## config.mk

```make
export PLATFORM = sky130hd
export DESIGN_NAME = memtrace_sched
export DESIGN_NICKNAME = d
export VERILOG_FILES = /design/src/rtl/memtrace_pkg.sv /design/src/rtl/memtrace_rec_asm.sv /design/src/rtl/memtrace_sched.sv
export SDC_FILE = /design/constraint.sdc
export NUM_CORES = 1
export LEC_CHECK = 0
export CAP_MARGIN = 20
export CORE_UTILIZATION = 53
export CTS_BUF_LIST = sky130_fd_sc_hd__clkbuf_2
export DETAILED_ROUTE_END_ITERATION = 10
export GPL_TIMING_DRIVEN = 0
export PLACE_DENSITY_LB_ADDON = 0.25
export SLEW_MARGIN = 10
export SYNTH_ARGS = -nofsm -noshare
export SYNTH_HDL_FRONTEND = slang
export SYNTH_SLANG_ARGS = --single-unit
```

## constraint.sdc

```tcl
create_clock -name clock -period 2.8 [get_ports clock]
set_input_delay 0.56 -clock clock [delete_from_list [all_inputs] [get_ports clock]]
set_output_delay 0.56 -clock clock [all_outputs]
set_load 0.05 [all_outputs]
```

## src/rtl/memtrace_pkg.sv

```systemverilog
// memtrace_pkg: shared types and constants for the memory-trace scheduler.
//   REC_BYTES            bytes per trace record (header, addr[7:0..31:24], size)
//   EOT_BIT / STORE_BIT  header flag bit positions
//   LANE_LSB / LANE_MSB  header lane-id field
//   rec_t                decoded record (eot, store, lane, addr, size)
//   state_t              scheduler FSM states
package memtrace_pkg;

    localparam int REC_BYTES = 6;
    localparam int EOT_BIT   = 7;
    localparam int STORE_BIT = 6;
    localparam int LANE_LSB  = 0;
    localparam int LANE_MSB  = 5;
    localparam int LANE_W    = LANE_MSB - LANE_LSB + 1;

    typedef struct packed {
        logic              eot;
        logic              store;
        logic [LANE_W-1:0] lane;
        logic [31:0]       addr;
        logic [2:0]        size;
    } rec_t;

    typedef enum logic [1:0] {
        ST_COLLECT  = 2'd0,
        ST_DISPATCH = 2'd1,
        ST_DONE     = 2'd2
    } state_t;

endpackage

```

## src/rtl/memtrace_rec_asm.sv

```systemverilog
// memtrace_rec_asm: assembles trace bytes into a record.
//   clock, reset   clock and asynchronous active-low reset
//   byte_en        a byte is accepted this cycle
//   byte_in        the accepted byte
//   rec_done       pulse: this byte completes a record
//   rec_out        decoded record, valid while rec_done is high (the size
//                  field is taken straight from byte_in, the final byte)
module memtrace_rec_asm
    import memtrace_pkg::*;
(
    input  logic       clock,
    input  logic       reset,
    input  logic       byte_en,
    input  logic [7:0] byte_in,
    output logic       rec_done,
    output rec_t       rec_out
);

    localparam int          HOLD_BYTES = REC_BYTES - 1;
    localparam logic [2:0]  LAST_IDX   = 3'(REC_BYTES - 1);

    logic [2:0] cnt_q, cnt_d;
    logic [7:0] byte_q [HOLD_BYTES];
    logic [7:0] byte_d [HOLD_BYTES];

    assign rec_done = byte_en && (cnt_q == LAST_IDX);

    always_comb begin
        cnt_d  = cnt_q;
        byte_d = byte_q;
        if (byte_en) begin
            for (int i = 0; i < HOLD_BYTES; i++) begin
                if (cnt_q == 3'(i)) byte_d[i] = byte_in;
            end
            cnt_d = rec_done ? 3'd0 : cnt_q + 3'd1;
        end
    end

    always_comb begin
        rec_out.eot   = byte_q[0][EOT_BIT];
        rec_out.store = byte_q[0][STORE_BIT];
        rec_out.lane  = byte_q[0][LANE_MSB:LANE_LSB];
        rec_out.addr  = {byte_q[4], byte_q[3], byte_q[2], byte_q[1]};
        rec_out.size  = byte_in[2:0];
    end

    always_ff @(posedge clock or negedge reset) begin
        if (!reset) cnt_q <= 3'd0;
        else        cnt_q <= cnt_d;
    end

    // Byte holding registers carry data only; a reset restarts the counter,
    // so stale bytes are always overwritten before they are used.
    always_ff @(posedge clock) begin
        byte_q <= byte_d;
    end

endmodule

```

## src/rtl/memtrace_sched.sv

```systemverilog
// memtrace_sched: routes 6-byte memory-trace records to per-thread lanes.
//   clock, reset       clock and asynchronous active-low reset
//   trace_read_*       byte stream in (valid/ready/bits)
//   lane_valid         one-hot record valid per lane
//   lane_ready         per-lane accept
//   lane_addr/store/size  shared record fields
//   done               sticky: end-of-trace record dispatched
//   error              sticky: a record named a lane >= NUM_LANES
//   drop_count         dropped records, saturating at 255
//   stat_records/stat_stalls  handshake / stall counters
// Optional feature macro: MEMTRACE_SCHED_STATS_EN enables the stat counters;
// without it both stat outputs are tied to zero.
module memtrace_sched
    import memtrace_pkg::*;
#(
    parameter int NUM_LANES = 4,
    parameter int ADDR_W    = 32
) (
    input  logic                 clock,
    input  logic                 reset,
    input  logic                 trace_read_valid,
    output logic                 trace_read_ready,
    input  logic [7:0]           trace_read_bits,
    output logic [NUM_LANES-1:0] lane_valid,
    input  logic [NUM_LANES-1:0] lane_ready,
    output logic [ADDR_W-1:0]    lane_addr,
    output logic                 lane_store,
    output logic [2:0]           lane_size,
    output logic                 done,
    output logic                 error,
    output logic [7:0]           drop_count,
    output logic [31:0]          stat_records,
    output logic [31:0]          stat_stalls
);

    state_t     state_q, state_d;
    rec_t       rec_q, rec_d;
    logic       ready_en_q;
    logic       error_q, error_d;
    logic [7:0] drop_q, drop_d;

    logic                 byte_en;
    logic                 rec_done;
    rec_t                 rec_asm;
    logic [NUM_LANES-1:0] lane_hot;
    logic                 lane_ok;
    logic                 in_dispatch;
    logic                 handshake;

    // ready_en_q holds ready low until the first edge after reset release.
    assign trace_read_ready = (state_q == ST_COLLECT) && ready_en_q;
    assign byte_en          = trace_read_valid && trace_read_ready;

    memtrace_rec_asm u_rec_asm (
        .clock    (clock),
        .reset    (reset),
        .byte_en  (byte_en),
        .byte_in  (trace_read_bits),
        .rec_done (rec_done),
        .rec_out  (rec_asm)
    );

    // An out-of-range lane id decodes to an all-zero one-hot.
    always_comb begin
        lane_hot = '0;
        for (int i = 0; i < NUM_LANES; i++) begin
            lane_hot[i] = (rec_q.lane == LANE_W'(i));
        end
    end

    assign lane_ok     = |lane_hot;
    assign in_dispatch = (state_q == ST_DISPATCH);
    assign handshake   = in_dispatch && |(lane_hot & lane_ready);

    assign lane_valid  = in_dispatch ? lane_hot : '0;
    assign lane_addr   = ADDR_W'(rec_q.addr);
    assign lane_store  = rec_q.store;
    assign lane_size   = rec_q.size;
    assign done        = (state_q == ST_DONE);
    assign error       = error_q;
    assign drop_count  = drop_q;

    always_comb begin
        state_d = state_q;
        rec_d   = rec_q;
        error_d = error_q;
        drop_d  = drop_q;
        case (state_q)
            ST_COLLECT: begin
                if (rec_done) begin
                    rec_d   = rec_asm;
                    state_d = ST_DISPATCH;
                end
            end
            ST_DISPATCH: begin
                if (!lane_ok) begin
                    error_d = 1'b1;
                    if (drop_q != 8'hFF) drop_d = drop_q + 8'd1;
                    state_d = rec_q.eot ? ST_DONE : ST_COLLECT;
                end else if (handshake) begin
                    state_d = rec_q.eot ? ST_DONE : ST_COLLECT;
                end
            end
            ST_DONE: state_d = ST_DONE;
            default: state_d = ST_COLLECT;
        endcase
    end

    always_ff @(posedge clock or negedge reset) begin
        if (!reset) begin
            state_q    <= ST_COLLECT;
            rec_q      <= '0;
            ready_en_q <= 1'b0;
            error_q    <= 1'b0;
            drop_q     <= 8'd0;
        end else begin
            state_q    <= state_d;
            rec_q      <= rec_d;
            ready_en_q <= 1'b1;
            error_q    <= error_d;
            drop_q     <= drop_d;
        end
    end

`ifdef MEMTRACE_SCHED_STATS_EN
    logic [31:0] stat_records_q, stat_records_d;
    logic [31:0] stat_stalls_q, stat_stalls_d;

    // Stalls count only for in-range lanes; a dropped record never stalls.
    always_comb begin
        stat_records_d = stat_records_q;
        stat_stalls_d  = stat_stalls_q;
        if (handshake)                           stat_records_d = stat_records_q + 32'd1;
        if (in_dispatch && lane_ok && !handshake) stat_stalls_d = stat_stalls_q + 32'd1;
    end

    always_ff @(posedge clock or negedge reset) begin
        if (!reset) begin
            stat_records_q <= 32'd0;
            stat_stalls_q  <= 32'd0;
        end else begin
            stat_records_q <= stat_records_d;
            stat_stalls_q  <= stat_stalls_d;
        end
    end

    assign stat_records = stat_records_q;
    assign stat_stalls  = stat_stalls_q;
`else
    assign stat_records = 32'd0;
    assign stat_stalls  = 32'd0;
`endif

endmodule

```

==> results.sh, run 1 <==
export IMPL_outcome="completed"
export IMPL_ant_nets=0
export IMPL_drive_above_1_share_pct=39.1
export IMPL_clock_latency_ns=0.52
export IMPL_clock_path_buffers=2
export IMPL_postCtsHoldBufs=0
export IMPL_crit_path_start_kind="flop"
export IMPL_fin_nets=477
export IMPL_critical_path_top_delay_family="simple AND/OR/NAND/NOR gates"
export IMPL_cpPeakStageDelay_ns=0.47
export IMPL_drcViolationCount=0
export IMPL_synth_top_area_share_pct=31.2
export IMPL_final_cell_count_no_fill=565
export IMPL_cts_buffers=9
export IMPL_hold_viol=0
export IMPL_clkSinkCount=98
export IMPL_relSlewSlack_pct=45.9
export IMPL_diodes=0
export IMPL_wl_um=7360
export IMPL_crit_path_end_kind="output port"
export IMPL_critical_path_slowest_cell="dfrtp_1"
export IMPL_muxShareOfSynthArea_pct=15.0
export IMPL_synth_largest_area_cell="dfrtp_1"
export IMPL_switching_share_pct=41.3
export IMPL_synth_area_per_cell_um2=14.7
export IMPL_path_cells="nor4_2 -> nand2_1 -> nor3b_1 -> clkdlybuf4s15_2"
export IMPL_setup_violations_final=0
export IMPL_synth_flop_cell="dfrtp_1"
export IMPL_area_delta_synth_final_pct=24.1
export IMPL_synth_compound_area_share_pct=1.24
export IMPL_antenna_found_initial=0
export IMPL_synth_distinct_cells=38
export IMPL_finClkSkew_ns=0.0255
export IMPL_post_place_cells=550
export IMPL_synth_area_leaders="dfrtp_1, edfxtp_1, buf_4"
export IMPL_gp_congestion=0.711
export IMPL_ir_drop_mv=0.838
export IMPL_rsz0062_at_grt="false"
export IMPL_combPwrFrac_pct=52.8
export IMPL_cts_clk_slew_worst_paths_ns=0.24
export IMPL_yosys_area_share_simple_pct=6.19
export IMPL_tritoncts="done"
export IMPL_fin_util_pct=69.2
export IMPL_async_flop_share_pct=59.2
export IMPL_regArea_mm2=0.00265
export IMPL_grt_usage_pct=17.5
export IMPL_yosysMostFrequentCell="buf_4"
export IMPL_p_total_uw=6000
export IMPL_cts_root_buf="clkbuf_2"
export IMPL_max_cap_violations=0
export IMPL_grt_use_met1_pct=24.4
export IMPL_met2_usage_pct=28.0
export IMPL_grt_pass1_vias=2296
export IMPL_synth_seq_cells=98
export IMPL_synth_cell_area_mm2=0.00465
export IMPL_drtPass1Iterations=4
export IMPL_fin_crit_ns=2.67
export IMPL_synth_top_family_by_area="buffers and inverters"
export IMPL_p_leak_uw=0.00276
export IMPL_cp_depth=4
export IMPL_pwr_share_seq_pct=36.8
export IMPL_die_w_um=95.7
export IMPL_rr_worst_depth=3
export IMPL_avgViaCountPerCell=4.34
export IMPL_power_density_mw_per_mm2=1040
export IMPL_cp_num_buf_inv=1
export IMPL_tns_ns=0
export IMPL_cp_arrival_ns=2.11
export IMPL_netlist_instances=317
export IMPL_grt_busiest_layer="met2"
export IMPL_multi_input_area_mm2=0.00140
export IMPL_fill_cells=601
export IMPL_p_int_uw=3530
export IMPL_grt_max_degree=59
export IMPL_path_class="flop to output port"
export IMPL_avgRoutedWirePerCell_um=13.0
export IMPL_fin_crit_sh_pct=95.2
export IMPL_htreeDepth=3
export IMPL_ys_seq_area_share_pct=57.1
export IMPL_worst_pin_slew_ns=0.808
export IMPL_synth_commonest_cells="buf_4, dfrtp_1, edfxtp_1"
export IMPL_io_pins=130
export IMPL_dieHeight_um=95.7
export IMPL_io_buffers=65
export IMPL_hold_class="input port to asynchronous set/reset pin"
export IMPL_cp_data_required_time_ns=2.24
export IMPL_synthAdderAreaFrac_pct=1.61
export IMPL_die_area_mm2=0.00915
export IMPL_synth_edff_count=40
export IMPL_drt_iter0_markers=115
export IMPL_num_vias=2450
export IMPL_yosys_warnings=0
export IMPL_core_area_mm2=0.00834
export IMPL_use_met3_pct=2.87
export IMPL_grt_ovfl_total=0
export IMPL_grt_pass1_wl_um=11700
export IMPL_clockPowerShare_pct=10.4
export IMPL_synth_xor_area_share_pct=0.753
export IMPL_path_max_fanout=4
export IMPL_core_rowCount=33
export IMPL_initial_core_util_pct=55.7
export IMPL_finalMaxSlewViolations=0
export IMPL_fmax_mhz=375
export IMPL_dp_hpwl_um=5410
export IMPL_p_switching_uw=2480
[power by group through the flow]
stage / clock network (uW) / registers (uW) / logic (uW)
final: 626 / 2210 / 3170
after CTS: 647 / 2210 / 3190
after global placement: 0 / 2220 / 3130
after global routing: 694 / 2270 / 3350
after detailed placement: 0 / 2240 / 3180
after floorplan: 0 / 2260 / 2340
[worst paths after layout]
path | slack (ns) | startpoint | end
setup / recovery | 0.13 | rec_q[38] | lane_valid[2]
hold / removal | 0.04 | reset | lane_size[1]
setup reg to reg | 0.83 | state_q[0] | u_rec_asm.rec_out[34]
hold reg to reg | 0.49 | u_rec_asm.rec_out[21] | lane_addr[18]
max in group asynchronous | 2.23 | reset | lane_addr[19]
min in group clock | 0.49 | u_rec_asm.rec_out[21] | lane_addr[18]
[repair_timing]
action | 4_1_cts | 5_1_grt
endpoints found under the setup margin | 4 | 3
resized for setup | 12 | 5
setup buffers | 0 | 0
[per-layer routing]
metal,share of wire (%),wire length [um]
met5,0,0
met4,1.3,97
met3,5.0,369
met2,48,3570
met1,45,3320
[cell usage in the layout (no fill, tap or decap), types with 5 or more instances in the layout]
| cell | Yosys | routed |
|---|---|---|
| nor2_1 | 7 | 7 |
| clkbuf_2 | 0 | 11 |
| dfrtp_1 | 58 | 58 |
| ha_1 | 6 | 6 |
| edfxtp_1 | 40 | 40 |
| mux2_4 | 39 | 39 |
| conb_1 | 2 | 65 |
| buf_4 | 99 | 100 |
| nand2_1 | 7 | 7 |
| mux2_2 | 6 | 6 |
| clkdlybuf4s50_1 | 0 | 59 |
| nor3b_1 | 5 | 5 |
[sequential cells by signal, indices dropped and copies added, names as in the netlist]
signal / cells
error: 1
state_q: 2
rec_q: 7
ready_en_q: 1
u_rec_asm.rec_out: 40
lane_store: 1
drop_count: 8
lane_size: 3
lane_addr: 32
u_rec_asm.cnt_q: 3
[logic make-up after synthesis]
kind of cell,Yosys count
adders and majority gates,6
other,2
xor gates and xnor gates,4
and+or+nand+nor,44
AOI/OAI and AO/OA,8
muxes,48
buffers and inverters,107
DFF,98
[area by class of cell]
| type | instances | area share (%) |
|---|---|---|
| Inverter | 4 | 0.260 |
| Multi-Input combinational cell | 175 | 24.3 |
| Clock inverter | 5 | 0.976 |
| Tap cell | 105 | 2.28 |
| Buffer | 103 | 14.3 |
| Timing Repair Buffer | 65 | 11.1 |
| Sequential cell | 98 | 46.0 |
| Clock buffer | 10 | 0.867 |
[metrics by stage]
stage / hold slack, ns / setup slack (ns) / area (um2)
final: 0.0397 / 0.135 / 5770
after global routing: 0.0763 / 0.0178 / 5770
after CTS: 0.0501 / 0.00463 / 5780
after detailed placement: 0.466 / 0.183 / 5670
after global placement: 0.459 / -0.686 / 5670
after floorplan: 0.264 / 0.239 / 4890
No activity file was read; power rests on OpenSTA's default activity.
==> inputs of run 2 (changes only) <==
--- a/config.mk
+++ b/config.mk
@@ -5,7 +5,6 @@
 export SDC_FILE = /design/constraint.sdc
 export NUM_CORES = 1
 export LEC_CHECK = 0
-export CAP_MARGIN = 20
 export CORE_UTILIZATION = 53
 export CTS_BUF_LIST = sky130_fd_sc_hd__clkbuf_2
 export DETAILED_ROUTE_END_ITERATION = 10
==> results of run 2 <==
Same layout as run 1: the final DEF is identical, and so are final timing and power.
==> inputs of run 3 (changes only) <==
--- a/config.mk
+++ b/config.mk
@@ -5,12 +5,12 @@
 export SDC_FILE = /design/constraint.sdc
 export NUM_CORES = 1
 export LEC_CHECK = 0
-export CORE_UTILIZATION = 53
+export CORE_UTILIZATION = 45
 export CTS_BUF_LIST = sky130_fd_sc_hd__clkbuf_2
 export DETAILED_ROUTE_END_ITERATION = 10
 export GPL_TIMING_DRIVEN = 0
 export PLACE_DENSITY_LB_ADDON = 0.25
-export SLEW_MARGIN = 10
+export SLEW_MARGIN = 15
 export SYNTH_ARGS = -nofsm -noshare
 export SYNTH_HDL_FRONTEND = slang
 export SYNTH_SLANG_ARGS = --single-unit
==> constraint.sdc (replaced) <==
create_clock -name clock -period 2.3 [get_ports clock]
set_input_delay 0.46 -clock clock [delete_from_list [all_inputs] [get_ports clock]]
set_output_delay 0.46 -clock clock [all_outputs]
set_load 0.05 [all_outputs]
==> run 3 against run 2 <==
  * The flow now finishes with violations (setup timing)
  * Clock skew up 0.022 ns
  * Critical path depth stayed put
  * Setup slack got worse by 0.21 ns
  * Utilization decreased by 10 points
  * Combinational power is 16% higher
  * Routed wire length is 1.6% higher
  * Count of clock-buffer cells in the layout did not move
  * Die area is 17% higher
  * Register-to-register slack worse by 0.44 ns
  * Sequential power increased by 22%
  * Critical endpoint unchanged
==> results.sh, run 3 (synthesized netlist as in run 1, its figures left out) <==
export IMPL_die_w_um=104
export IMPL_cts_clk_slew_worst_paths_ns=0.29
export IMPL_tritoncts="done"
export IMPL_cp_arrival_ns=1.92
export IMPL_violations="setup timing"
export IMPL_cts_buffers=9
export IMPL_avgRoutedWirePerCell_um=12.5
export IMPL_rr_worst_depth=3
export IMPL_power_density_mw_per_mm2=1230
export IMPL_ant_nets=0
export IMPL_drtPass1Iterations=4
export IMPL_drive_above_1_share_pct=41.1
export IMPL_pre_cts_slack_ns=-0.315
export IMPL_io_pins=130
export IMPL_grt_usage_pct=14.8
export IMPL_final_cell_count_no_fill=598
export IMPL_fin_crit_sh_pct=103
export IMPL_dieHeight_um=104
export IMPL_die_area_mm2=0.0107
export IMPL_final_common_cell="buf_4"
export IMPL_num_vias=2428
export IMPL_gp_congestion=0.769
export IMPL_p_leak_uw=0.00298
export IMPL_htreeDepth=3
export IMPL_initial_core_util_pct=46.9
export IMPL_setup_violations_final=3
export IMPL_grt_max_degree=59
export IMPL_drcViolationCount=0
export IMPL_core_area_mm2=0.00991
export IMPL_relSlewSlack_pct=48.5
export IMPL_max_cap_violations=0
export IMPL_setup_ws_ns=-0.0751
export IMPL_io_buffers=65
export IMPL_largest_register_ff_count=40
export IMPL_worst_pin_slew_ns=0.769
export IMPL_path_max_fanout=4
export IMPL_outcome="finished with violations"
export IMPL_cp_data_required_time_ns=1.84
export IMPL_hold_viol=0
export IMPL_clkSinkCount=98
export IMPL_ir_drop_mv=0.617
export IMPL_fin_crit_ns=2.38
export IMPL_cts_root_buf="clkbuf_2"
export IMPL_grt_pass1_wl_um=12300
export IMPL_hold_class="input port to asynchronous set/reset pin"
export IMPL_crit_path_start_kind="flop"
export IMPL_wl_um=7480
export IMPL_fmax_mhz=421
export IMPL_r2r_setup_slack_ns=0.39
export IMPL_antenna_found_initial=0
export IMPL_path_class="flop to output port"
export IMPL_diodes=0
export IMPL_most_common_layout_cells="buf_4, conb_1, dfrtp_1"
export IMPL_grt_pass1_vias=2344
export IMPL_clock_latency_ns=0.57
export IMPL_dp_hpwl_um=5280
export IMPL_fin_nets=481
export IMPL_post_place_cells=578
export IMPL_area_delta_synth_final_pct=25.3
export IMPL_finalMaxSlewViolations=0
export IMPL_crit_path_end_kind="output port"
export IMPL_grt_ovfl_total=0
export IMPL_finClkSkew_ns=0.0476
export IMPL_rsz0062_at_grt="true"
export IMPL_fin_util_pct=58.8
export IMPL_core_rowCount=36
export IMPL_clock_path_buffers=2
export IMPL_drt_iter0_markers=81
export IMPL_fill_cells=808
export IMPL_avgViaCountPerCell=4.06
==> run 3: path summary, 6_finish.rpt <==
path                                  startpoint               endpoint
max                                    rec_q[39]          lane_valid[2]
min                                        reset           lane_addr[2]
max reg2reg                           state_q[0]  u_rec_asm.rec_out[30]
min reg2reg                u_rec_asm.rec_out[22]          lane_addr[19]
max in group asynchronous                  reset          lane_addr[28]
min in group clock         u_rec_asm.rec_out[22]          lane_addr[19]
==> run 3: final cells by class <==
class | count | area, um2 | area share [%]
Tap cell | 133 | 166 | 2.86
Clock inverter | 6 | 58.8 | 1.01
Sequential cell | 98 | 2650 | 45.5
Inverter | 4 | 15.0 | 0.258
Clock buffer | 10 | 50.0 | 0.859
Multi-Input combinational cell | 175 | 1430 | 24.5
Buffer | 103 | 823 | 14.1
Timing Repair Buffer | 69 | 634 | 10.9
==> run 3: through the flow <==
step           TNS (ns)  power [uW]  hold slack (ns)  instance area (um2)
2_1_floorplan         0        5610            0.164                 4900
3_3_place_gp     -70.28        6540            0.460                 5720
3_5_place_dp     -0.952        6600            0.465                 5720
4_1_cts          -0.323        7240            0.470                 5830
5_1_grt          -0.544        7510            0.450                 5830
6_report         -0.209        7160            0.423                 5830
==> run 3: worst max-delay path: stages, from the launching register on <==
cell,delay [ns]
dfrtp_1,0.48
nor4_4,0.35
nand2_2,0.15
nor3b_2,0.22
buf_6,0.19
==> run 3: report_power, final <==
part           total (uW)  switching (uW)  internal [uW]
clock                 800             553            247
sequential           2690             368           2330
combinational        3670            2140           1530
total                7160            3060           4100
==> run 3: timing repair <==
action,4_1_cts,5_1_grt
setup endpoints to repair,47,10
pin swaps,4,1
resized for setup,77,7
hold endpoints to repair,58,0
setup buffers,3,0
hold buffers,1,0
==> run 3: metal layers <==
metal,routed length (um),track usage (%),up-vias
met3,394,3.71,9
met1,3290,18.5,1132
met2,3680,24.5,83
met5,0,0,-
met4,113,6.52,0
li1,-,-,1204
